## config.mk

```make
export PLATFORM = sky130hd
export DESIGN_NAME = hazard_ctrl
export DESIGN_NICKNAME = d
export VERILOG_FILES = /design/src/rtl/hazard_ctrl_pkg.sv /design/src/rtl/instr_decode.sv /design/src/rtl/hazard_ctrl.sv
export SDC_FILE = /design/constraint.sdc
export NUM_CORES = 1
export LEC_CHECK = 0
export CAP_MARGIN = 20
export CORE_AREA = 2 2 79 81
export DETAILED_ROUTE_END_ITERATION = 7
export DIE_AREA = 0 0 81 83
export GPL_TIMING_DRIVEN = 0
export PLACE_DENSITY = 0.9
export SLEW_MARGIN = 20
export SYNTH_ARGS = -nofsm -noshare
export SYNTH_HDL_FRONTEND = slang
export SYNTH_HIERARCHICAL = 1
export SYNTH_SLANG_ARGS = --single-unit
```

## constraint.sdc

```tcl
create_clock -name clk -period 5.5 [get_ports clk]
set_input_delay 0.55 -clock clk [delete_from_list [all_inputs] [get_ports clk]]
set_output_delay 0.55 -clock clk [all_outputs]
set_load 0.05 [all_outputs]
```

## src/rtl/hazard_ctrl_pkg.sv

```systemverilog
// Shared encodings for the hazard controller: MIPS opcode/funct values, instruction
// classes, bypass selects, Tnew/Tuse constants and multiply/divide busy latencies.
package hazard_ctrl_pkg;

  localparam logic [5:0] OP_SPECIAL = 6'h00;
  localparam logic [5:0] OP_J       = 6'h02;
  localparam logic [5:0] OP_JAL     = 6'h03;
  localparam logic [5:0] OP_BEQ     = 6'h04;
  localparam logic [5:0] OP_ORI     = 6'h0d;
  localparam logic [5:0] OP_LUI     = 6'h0f;
  localparam logic [5:0] OP_LW      = 6'h23;
  localparam logic [5:0] OP_SW      = 6'h2b;

  localparam logic [5:0] FN_JR    = 6'h08;
  localparam logic [5:0] FN_MFHI  = 6'h10;
  localparam logic [5:0] FN_MTHI  = 6'h11;
  localparam logic [5:0] FN_MFLO  = 6'h12;
  localparam logic [5:0] FN_MTLO  = 6'h13;
  localparam logic [5:0] FN_MULT  = 6'h18;
  localparam logic [5:0] FN_MULTU = 6'h19;
  localparam logic [5:0] FN_DIV   = 6'h1a;
  localparam logic [5:0] FN_DIVU  = 6'h1b;
  localparam logic [5:0] FN_ADDU  = 6'h21;
  localparam logic [5:0] FN_SUBU  = 6'h23;

  typedef enum logic [3:0] {
    CL_NOP, CL_CAL_R, CL_CAL_I, CL_LOAD, CL_STORE, CL_BEQ,
    CL_J, CL_JAL, CL_JR, CL_MD, CL_MF, CL_MT
  } cls_e;

  typedef enum logic [1:0] {SRC_ALU, SRC_DM, SRC_PC8} src_e;

  localparam logic [2:0] SEL_RF    = 3'd0;
  localparam logic [2:0] SEL_WD    = 3'd1;
  localparam logic [2:0] SEL_PC8_M = 3'd2;
  localparam logic [2:0] SEL_ALU_M = 3'd3;
  localparam logic [2:0] SEL_PC8_E = 3'd4;

  localparam logic [1:0] TNEW_JAL  = 2'd0;
  localparam logic [1:0] TNEW_CAL  = 2'd1;
  localparam logic [1:0] TNEW_LOAD = 2'd2;

  localparam logic [1:0] TUSE_BR    = 2'd0;
  localparam logic [1:0] TUSE_CAL   = 2'd1;
  localparam logic [1:0] TUSE_ST_RT = 2'd2;
  localparam logic [1:0] TUSE_NONE  = 2'd3;

  localparam logic [3:0] MD_LAT_MULT = 4'd5;
  localparam logic [3:0] MD_LAT_DIV  = 4'd10;

  localparam logic [4:0] REG_RA = 5'd31;

  typedef struct packed {
    logic [4:0] dest;
    logic [1:0] tnew;
    src_e       src;
  } stage_t;

  localparam stage_t BUBBLE = '{dest: 5'd0, tnew: 2'd0, src: SRC_ALU};

  // rs/rt are zero when the class does not read that register.
  typedef struct packed {
    cls_e       cls;
    logic       is_div;
    logic [4:0] rs;
    logic [4:0] rt;
    logic [1:0] tuse_rs;
    logic [1:0] tuse_rt;
    stage_t     st;
  } dec_t;

  function automatic logic [1:0] tnew_dec(input logic [1:0] t);
    return (t == 2'd0) ? 2'd0 : t - 2'd1;
  endfunction

endpackage

```

## src/rtl/instr_decode.sv

```systemverilog
// Combinational decode of one instruction into hazard-relevant attributes.
// Zero latency; unknown encodings decode as a nop with no register use.
module instr_decode
  import hazard_ctrl_pkg::*;
(
  input  logic [31:0] i_ir,
  output dec_t        o_dec
);

  logic [5:0] w_op;
  logic [5:0] w_fn;
  logic [4:0] w_rs;
  logic [4:0] w_rt;
  logic [4:0] w_rd;
  logic       w_sh0;

  assign w_op  = i_ir[31:26];
  assign w_rs  = i_ir[25:21];
  assign w_rt  = i_ir[20:16];
  assign w_rd  = i_ir[15:11];
  assign w_fn  = i_ir[5:0];
  assign w_sh0 = (i_ir[10:6] == 5'd0);

  always_comb begin
    o_dec         = '0;
    o_dec.cls     = CL_NOP;
    o_dec.tuse_rs = TUSE_NONE;
    o_dec.tuse_rt = TUSE_NONE;
    o_dec.st      = BUBBLE;
    case (w_op)
      OP_SPECIAL: begin
        if (w_sh0) begin
          case (w_fn)
            FN_ADDU, FN_SUBU: begin
              o_dec.cls     = CL_CAL_R;
              o_dec.rs      = w_rs;
              o_dec.rt      = w_rt;
              o_dec.tuse_rs = TUSE_CAL;
              o_dec.tuse_rt = TUSE_CAL;
              o_dec.st      = '{dest: w_rd, tnew: TNEW_CAL, src: SRC_ALU};
            end
            FN_JR: begin
              o_dec.cls     = CL_JR;
              o_dec.rs      = w_rs;
              o_dec.tuse_rs = TUSE_BR;
            end
            FN_MULT, FN_MULTU, FN_DIV, FN_DIVU: begin
              o_dec.cls     = CL_MD;
              o_dec.is_div  = (w_fn == FN_DIV) || (w_fn == FN_DIVU);
              o_dec.rs      = w_rs;
              o_dec.rt      = w_rt;
              o_dec.tuse_rs = TUSE_CAL;
              o_dec.tuse_rt = TUSE_CAL;
            end
            FN_MFHI, FN_MFLO: begin
              o_dec.cls = CL_MF;
              o_dec.st  = '{dest: w_rd, tnew: TNEW_CAL, src: SRC_ALU};
            end
            FN_MTHI, FN_MTLO: begin
              o_dec.cls     = CL_MT;
              o_dec.rs      = w_rs;
              o_dec.tuse_rs = TUSE_CAL;
            end
            default: ;
          endcase
        end
      end
      OP_ORI, OP_LUI: begin
        o_dec.cls     = CL_CAL_I;
        o_dec.rs      = w_rs;
        o_dec.tuse_rs = TUSE_CAL;
        o_dec.st      = '{dest: w_rt, tnew: TNEW_CAL, src: SRC_ALU};
      end
      OP_LW: begin
        o_dec.cls     = CL_LOAD;
        o_dec.rs      = w_rs;
        o_dec.tuse_rs = TUSE_CAL;
        o_dec.st      = '{dest: w_rt, tnew: TNEW_LOAD, src: SRC_DM};
      end
      OP_SW: begin
        o_dec.cls     = CL_STORE;
        o_dec.rs      = w_rs;
        o_dec.rt      = w_rt;
        o_dec.tuse_rs = TUSE_CAL;
        o_dec.tuse_rt = TUSE_ST_RT;
      end
      OP_BEQ: begin
        o_dec.cls     = CL_BEQ;
        o_dec.rs      = w_rs;
        o_dec.rt      = w_rt;
        o_dec.tuse_rs = TUSE_BR;
        o_dec.tuse_rt = TUSE_BR;
      end
      OP_J:   o_dec.cls = CL_J;
      OP_JAL: begin
        o_dec.cls = CL_JAL;
        o_dec.st  = '{dest: REG_RA, tnew: TNEW_JAL, src: SRC_PC8};
      end
      default: ;
    endcase
  end

endmodule

```

## src/rtl/hazard_ctrl.sv

```systemverilog
// Stall/bypass control for a 5-stage MIPS pipeline using a shadow E/M/W register chain.
// Stall and selects are combinational from ir_d and the shadow state; mult/div busy adds 5/10 cycles.
module hazard_ctrl
  import hazard_ctrl_pkg::*;
(
  input  logic        clk,
  input  logic        reset,
  input  logic [31:0] ir_d,
  output logic        stall,
  output logic [2:0]  rsd_sel,
  output logic [2:0]  rtd_sel,
  output logic [2:0]  rse_sel,
  output logic [2:0]  rte_sel,
  output logic [2:0]  rtm_sel,
  output logic [4:0]  a3_w
);

  dec_t       w_dec;
  stage_t     r_e, r_m, r_w;
  logic [4:0] r_e_rs, r_e_rt, r_m_rt;
  logic       r_e_md, r_e_div;
  logic [3:0] r_busy_cnt;
  logic       w_d_md, w_stall_rs, w_stall_rt, w_stall_md;
  logic       w_e_pc8, w_w_rdy;
  logic [2:0] w_m_sel;
  logic       w_unused;

  instr_decode u_decode (
    .i_ir  (ir_d),
    .o_dec (w_dec)
  );

  always_ff @(posedge clk or posedge reset) begin
    if (reset) begin
      r_e        <= BUBBLE;
      r_m        <= BUBBLE;
      r_w        <= BUBBLE;
      r_e_rs     <= 5'd0;
      r_e_rt     <= 5'd0;
      r_m_rt     <= 5'd0;
      r_e_md     <= 1'b0;
      r_e_div    <= 1'b0;
      r_busy_cnt <= 4'd0;
    end else begin
      r_m    <= '{dest: r_e.dest, tnew: tnew_dec(r_e.tnew), src: r_e.src};
      r_w    <= '{dest: r_m.dest, tnew: tnew_dec(r_m.tnew), src: r_m.src};
      r_m_rt <= r_e_rt;
      if (stall) begin
        r_e     <= BUBBLE;
        r_e_rs  <= 5'd0;
        r_e_rt  <= 5'd0;
        r_e_md  <= 1'b0;
        r_e_div <= 1'b0;
      end else begin
        r_e     <= w_dec.st;
        r_e_rs  <= w_dec.rs;
        r_e_rt  <= w_dec.rt;
        r_e_md  <= (w_dec.cls == CL_MD);
        r_e_div <= w_dec.is_div;
      end
      // The md unit starts when the instruction leaves E.
      if (r_e_md) begin
        r_busy_cnt <= r_e_div ? MD_LAT_DIV : MD_LAT_MULT;
      end else if (r_busy_cnt != 4'd0) begin
        r_busy_cnt <= r_busy_cnt - 4'd1;
      end
    end
  end

  always_comb begin
    w_stall_rs = (w_dec.rs != 5'd0) &&
                 (((r_e.dest == w_dec.rs) && (r_e.tnew > w_dec.tuse_rs)) ||
                  ((r_m.dest == w_dec.rs) && (r_m.tnew > w_dec.tuse_rs)));
    w_stall_rt = (w_dec.rt != 5'd0) &&
                 (((r_e.dest == w_dec.rt) && (r_e.tnew > w_dec.tuse_rt)) ||
                  ((r_m.dest == w_dec.rt) && (r_m.tnew > w_dec.tuse_rt)));
    w_d_md     = w_dec.cls inside {CL_MD, CL_MF, CL_MT};
    w_stall_md = w_d_md && (r_e_md || (r_busy_cnt != 4'd0));
    stall      = w_stall_rs || w_stall_rt || w_stall_md;
  end

  always_comb begin
    w_m_sel = SEL_RF;
    if (r_m.tnew == 2'd0) begin
      case (r_m.src)
        SRC_PC8: w_m_sel = SEL_PC8_M;
        SRC_ALU: w_m_sel = SEL_ALU_M;
        default: w_m_sel = SEL_RF;
      endcase
    end
  end

  assign w_e_pc8  = (r_e.tnew == 2'd0) && (r_e.src == SRC_PC8);
  assign w_w_rdy  = (r_w.tnew == 2'd0);
  assign w_unused = ^r_w.src;

  // Newest producing stage wins; a zero register never matches, so bubbles never forward.
  function automatic logic [2:0] pick(input logic [4:0] r,
                                      input logic [4:0] e_dest, input logic e_pc8,
                                      input logic [4:0] m_dest, input logic [2:0] m_sel,
                                      input logic [4:0] w_dest, input logic w_rdy);
    if (r == 5'd0)                              return SEL_RF;
    else if ((e_dest == r) && e_pc8)            return SEL_PC8_E;
    else if ((m_dest == r) && (m_sel != SEL_RF)) return m_sel;
    else if ((w_dest == r) && w_rdy)            return SEL_WD;
    else                                        return SEL_RF;
  endfunction

  assign rsd_sel = pick(w_dec.rs, r_e.dest, w_e_pc8, r_m.dest, w_m_sel, r_w.dest, w_w_rdy);
  assign rtd_sel = pick(w_dec.rt, r_e.dest, w_e_pc8, r_m.dest, w_m_sel, r_w.dest, w_w_rdy);
  assign rse_sel = pick(r_e_rs, 5'd0, 1'b0, r_m.dest, w_m_sel, r_w.dest, w_w_rdy);
  assign rte_sel = pick(r_e_rt, 5'd0, 1'b0, r_m.dest, w_m_sel, r_w.dest, w_w_rdy);
  assign rtm_sel = ((r_m_rt != 5'd0) && (r_w.dest == r_m_rt) && w_w_rdy) ? SEL_WD : SEL_RF;
  assign a3_w    = r_w.dest;

endmodule

```

==> metrics.md, run 1 <==
| Metric | Value |
|---|---|
| Vias in the first global route | 2,837 |
| Hold EP | r_m[1] |
| Switching share of total power | 31.4% |
| Max-slew violations | 0 |
| Final WS setup | 0.510 ns |
| R2r setup slk | roughly 3.6 ns |
| Fmax | about 200 MHz |
| Die Span Y | just over 80 um |
| Router iterations before antenna repair | 6 |
| Nets | 468 |
| Worst slack at placement | approximately 0.59 ns |
| Resize count post-CTS | 0 |
| Post-synth EDFFs | 0 |
| Synth-to-Final Area Change | 21.4% |
| Setup CP Type | in -> out |
| TritonCTS buffer count | 5 |
| Seq pwr share | approximately 46% |
| WL final | around 7800 um |
| Fill cells | between 400 and 500 |
| Slew margin rel. | 51.0% |
| DP HPWL | ~6100 um |
| Wire per inst | between 15 and 20 um |
| Maximum vdd ir drop | between 0.00015 and 0.0002 V |
| Clk buf depth | 2 |
| DRT antenna net count | 0 |
| Unrepaired setup endpoints after global routing | no |
| Top FF cell, synth | dfrtp_1 |
| Post-Syn Area | approximately 3300 sq um |
| Final Critical Period | 4.99 ns |
| CP Data Required Time | 4.95 ns |
| Async SR Flop Fraction | 100% |
| Leakage | approximately 2.1 nW |
| Hold Crit Class | reg -> reg |
| Initial antenna violation count | 0 |
| Yosys reg bits | between 40 and 50 |
| First-pass GRT wire length | 13,100 um |
| Cell depth of the worst hold path | 0 |
| DRT iter0 DRCs | 212 |
| Power density over the cells | about 200 nW/um^2 |
| Via count | 2,863 |
| CTS root buffer | clkbuf_8 |
| Crit-path max FO | 8 |
| Die area | 6720 sq um |
| Starting density of the core | between 50% and 60% |
| Vias/cell | about 5.7 |
| Combinational power share | 28.8% |
| Total congestion overflow | 0 |
| PortBufs | between 40 and 50 |
| Row Count | 28 |
| Fin crit share | between 90% and 100% |
| Setup crit start | ir_d[29] |
| Antenna cells | 0 |
| Cells after synthesis | about 360 |
| Total global-route track usage | 24.9% |
| Share of the core filled with cells | around two thirds |
| DRC Markers | 0 |
| Largest net degree at the start of global routing | 35 |
| CTS tree | built |
| Total negative slack | 0 ns |
| Core area | around 5800 sq um |
| Worst R2R Path Depth | 7 |
| Sink Count | 46 |
| Int Pwr | between 0.0005 and 0.0006 W |
| Average size of a mapped cell | around 9 sq um |
| Final setup viols | 0 |
| CP Capture Type | primary output |
| CP arrival | 4.44 ns |
| GPL Wtd Cong | between 0.9 and 1 |
| H-tree levels | 2 |
| Fin. Hold Viols | 0 |
| Outcome | complete, no violations |
| RR Startpoint | r_e[3] |
| Num ports | 55 |
| Total chip power | roughly 0.00081 W |
| Clk slew on worst S/H paths | about 0.090 ns |
| Die X | 81 um |
| Setup bufs post-CTS | 0 |
| Final Non-Filler Cells | 500 |
| Max cap viols | 0 |
| Setup crit start kind | primary input |
| Synth warn | 6 |
| R2R Path End | r_e[2] |
| Clk pwr share | between 20 and 30% |
| Skew final | 0.0113 ns |
| Net switching power figure | 0.000255 W |
| Synth cell types | 62 |
| Seq/Total Area, Yosys | approximately a third |
| Clock Latency Late Sink | 0.31 ns |
| Hold path startpoint | r_e[1] |
| Hold_buf cts | 0 |
| Placed insts | about 490 |
| Ratio of cells with drive above 1 in the final layout | 11.1% |
| Tightest Pin Transition | around 0.73 ns |
## registers in the layout, indices dropped and copies added (netlist names)
signal	cells
a3_w	5
r_busy_cnt	4
r_e	9
r_e_div	1
r_e_md	1
r_e_rs	5
r_e_rt	5
r_m	9
r_m_rt	5
r_w	2
## power groups by stage
stage / combinational [W] / sequential (W) / clock [W]
global route: 0.000259 / 0.000377 / 0.000223
global placement: 0.000221 / 0.000380 / 0
floorplan: 0.000165 / 0.000377 / 0
detailed placement: 0.000233 / 0.000381 / 0
finish: 0.000234 / 0.000375 / 0.000204
CTS: 0.000233 / 0.000375 / 0.000208
## kinds of logic (layout without fill, tap and decap cells)
| group | count (synthesis) | count (layout) | share of synthesized area, % |
|---|---|---|---|
| AO/OA/AOI/OAI | 40 | 40 | 9.50 |
| XOR/XNOR | 54 | 54 | 14.4 |
| adder cells (fa/ha/maj) | 10 | 10 | 3.82 |
| buffers and inverters | 47 | 105 | 7.10 |
| flip-flops | 46 | 46 | 35.1 |
| multiplexers | 5 | 5 | 1.60 |
| other | 1 | 4 | 0.114 |
| AND/OR/NAND/NOR | 161 | 161 | 28.3 |
## cells in the final DEF, fill, tap and decap left out, types with 6 or more instances in the layout
cell type | Yosys | layout
nand3_1 | 14 | 14
nand2_1 | 29 | 29
nand4_1 | 6 | 6
nor4_1 | 9 | 9
xor2_1 | 44 | 44
nor3_1 | 9 | 9
nor2b_1 | 9 | 9
buf_2 | 8 | 8
clkdlybuf4s50_1 | 0 | 49
and2_1 | 12 | 12
ha_1 | 10 | 10
xnor2_1 | 10 | 10
dfrtp_1 | 46 | 46
buf_4 | 10 | 10
clkbuf_1 | 13 | 14
nor2_1 | 42 | 42
inv_1 | 12 | 11
a21oi_1 | 8 | 8
a221o_1 | 6 | 6
## per-layer routing
| layer | GRT usage [%] | part of all wire (%) | vias up |
|---|---|---|---|
| li1 | - | - | 1347 |
| met1 | 31.0 | 40 | 1331 |
| met2 | 41.3 | 50 | 153 |
| met3 | 4.24 | 6.9 | 32 |
| met4 | 12.0 | 3.3 | 0 |
| met5 | 0 | 0 | - |
## synth_stat cells, drive strengths merged, types with 3 or more instances
cell,number,area share [%]
a21oi,9,1.5
a221o,6,1.8
a2bb2oi,4,1.1
and2,13,2.5
and3,3,0.61
buf,20,4.0
clkbuf,14,1.6
dfrtp,46,35
ha,10,3.8
inv,13,1.5
mux2i,3,0.92
nand2,29,3.3
nand2b,5,0.95
nand3,14,2.1
nand4,6,1.1
nor2,42,4.8
nor2b,9,1.7
nor3,12,2.7
nor4,11,3.0
o22ai,3,0.95
or4,4,1.1
xnor2,10,2.7
xor2,44,12
## worst max-delay path: stages
cell	delay [ns]
clkdlybuf4s50_1	0.59
nor4_4	0.46
nand4b_4	0.23
o22ai_2	0.38
and2_1	0.17
buf_2	0.19
xor2_1	0.10
nor3_1	0.32
nand3_1	0.18
mux2_1	0.34
nor2_1	0.11
clkdlybuf4s50_1	0.82
## final cells by class
cell class	count	area [sq um]	share of cell area, %
Buffer	34	184	4.62
Clock buffer	6	72.6	1.82
Clock inverter	2	13.8	0.346
Inverter	13	48.8	1.23
Multi-Input combinational cell	274	1910	47.9
Sequential cell	46	1150	28.9
Tap cell	75	93.8	2.36
Timing Repair Buffer	50	510	12.8
## worst max-delay path by stage
stage,slack [ns],cells past startpoint,endpoint
2_1_floorplan,1.84,11,rtd_sel[0]
3_3_place_gp,0.67,12,rsd_sel[0]
3_5_place_dp,0.59,12,rsd_sel[0]
4_1_cts,0.59,12,rsd_sel[0]
5_1_grt,0.33,12,stall
6_report,0.51,12,rsd_sel[0]
## through the flow
step                hold WS, ns  area [sq um]
finish                    0.368          3980
CTS                       0.380          3980
global placement          0.363          3870
global route              0.389          3980
detailed placement        0.367          3890
floorplan                 0.346          3290
Note: power is estimated with default switching activity, not from simulation.
==> run 2, diff against run 1 <==
Settings changed: CORE_AREA 2 2 79 81 to 2 2 108 110, CTS_CLUSTER_DIAMETER set to 120, DIE_AREA 0 0 81 83 to 0 0 110 112, PLACE_DENSITY 0.9 to 0.55.
==> metrics.md, run 2 (same netlist as run 1, synthesis figures left out) <==
| Metric | Value |
|---|---|
| CP max-delay cell | clkdlybuf4s50_1 |
| Num ports | 55 |
| Sink Count | 46 |
| WL final | between 8000 and 9000 um |
| Nets | roughly 470 |
| Final Critical Period | 4.91 ns |
| Core area | around 11,000 sq um |
| Cell Area, Placed | 3980 sq um |
| TritonCTS buffer count | 5 |
| Critical path cell sequence | clkdlybuf4s50_1 > buf_2 > nor4b_4 > a22oi_1 > o22ai_2 > and2_1 > clkbuf_1 > xor2_1 > nor4_1 > nand3_1 > mux2_2 > nor2_1 > clkdlybuf4s50_1 |
| Most common cell after layout, fill and taps aside | clkdlybuf4s50_1 |
| Hold_buf cts | 0 |
| Crit path max-delay family | buffers and inverters |
| Clock Latency Late Sink | approximately 0.28 ns |
| Slew margin rel. | 54.5% |
| Multi-input gate area | 1910 sq um |
| R2r setup slk | around 3.5 ns |
| Clk slew on worst S/H paths | 0.06 ns |
| Tightest Pin Transition | just under 0.7 ns |
| Power density over the cells | 219 nW/um^2 |
| Die area | 12,300 sq um |
| Total negative slack | 0 ns |
| Max-slew violations | 0 |
| Skew final | 0.00596 ns |
| Via count | approximately 2,700 |
| Setup CP Type | in -> out |
| Maximum vdd ir drop | 0.000124 V |
| Resize count post-CTS | 0 |
| CP arrival | between 4 and 5 ns |
| DRT iter0 DRCs | about 140 |
| Vias/cell | roughly 4.7 |
| PortBufs | between 40 and 50 |
| Outcome | complete, no violations |
| Antenna cells | 0 |
| Die X | between 100 and 150 um |
| Row Count | 39 |
| Max cap viols | 0 |
| First-pass GRT wire length | 13,300 um |
| Starting density of the core | around 30% |
| CTS root buffer | clkbuf_16 |
| Unrepaired setup endpoints after global routing | no |
| Reg area | ~1200 sq um |
| Design area | slightly above 4000 sq um |
| Most used cell, CP | clkdlybuf4s50_1 |
| Synth-to-Final Area Change | 25.9% |
| GPL Wtd Cong | roughly 0.86 |
| Wire per inst | 14.2 um |
| CTS tree | built |
| Fmax | a little over 200 MHz |
| DP HPWL | between 6000 and 7000 um |
| CP bufs+invs | 4 |
| Hold Crit Class | reg -> reg |
| H-tree levels | 2 |
| CP Data Required Time | 4.95 ns |
| Leakage | 2.11 nW |
| Final setup viols | 0 |
| Router iterations before antenna repair | 4 |
| Setup crit start kind | primary input |
| Top flop regs | r_e (9), r_m (9) |
| Clk buf depth | 2 |
| Most frequent cells in the layout | clkdlybuf4s50_1 (49), dfrtp_1 (46), xor2_1 (44), nor2_1 (42), nand2_1 (29) |
| DRC Markers | 0 |
| Share of the core filled with cells | roughly 37% |
| Largest stage delay, worst path | roughly 0.84 ns |
| Die Span Y | between 100 and 150 um |
| Setup bufs post-CTS | 0 |
| Ratio of cells with drive above 1 in the final layout | approximately 11% |
| Fin. Hold Viols | 0 |
| Total global-route track usage | a little over an eighth |
| Initial antenna violation count | 0 |
| Vias in the first global route | 2,712 |
| Crit-path max FO | 10 |
| DRT antenna net count | 0 |
| Largest net degree at the start of global routing | 26 |
| Fin crit share | around 89% |
| CP Capture Type | primary output |
| Total congestion overflow | 0 |
| Fill cells | between 1,000 and 1,500 |
## run 2: changes by cell type in the layout (fill, tap and decap cells not counted), sizes merged
cell and change:
clkinv -1, clkbuf +1
## run 2: final cells by class
cell class	count	area share (%)
repair buffers	50	12.4
well taps	143	4.33
clock inverters	1	0.121
flip-flops and latches	46	27.9
plain buffers	34	4.46
multi-input cells	274	46.2
clock buffers	7	3.46
inverters	13	1.18
## run 2: power by group
part	total (W)	switching, W	internal, W
sequential	0.000376	0.0000164	0.000359
combinational	0.000232	0.000124	0.000108
clock	0.000296	0.000116	0.000180
## run 2: path summary, 6_finish.rpt
path,from,endpoint,cells after the start
min reg2reg,r_e[0],r_m[0],0
min,r_e[0],r_m[0],0
min in group asynchronous,reset,r_busy_cnt[0],2
max reg2reg,r_m[3],r_e_rt[0],7
max,ir_d[31],rtd_sel[0],13
max in group asynchronous,reset,r_e_rs[4],3
## run 2: per-layer routing
layer / global-route usage [%] / part of all wire (%)
met2: 21.6 / 47
met3: 2.28 / 3.9
met4: 3.54 / 1.6
met1: 19.4 / 48
met5: 0 / 0
## run 2: stage by stage
| step | hold WS (ns) | power (W) | cells | setup WS [ns] |
|---|---|---|---|---|
| 2_1_floorplan | 0.346 | 0.000543 | 367 | 1.84 |
| 3_3_place_gp | 0.376 | 0.000606 | 559 | 0.667 |
| 3_5_place_dp | 0.384 | 0.000615 | 560 | 0.616 |
| 4_1_cts | 0.397 | 0.000913 | 568 | 0.615 |
| 5_1_grt | 0.407 | 0.000959 | 568 | 0.358 |
| 6_report | 0.392 | 0.000904 | 568 | 0.587 |
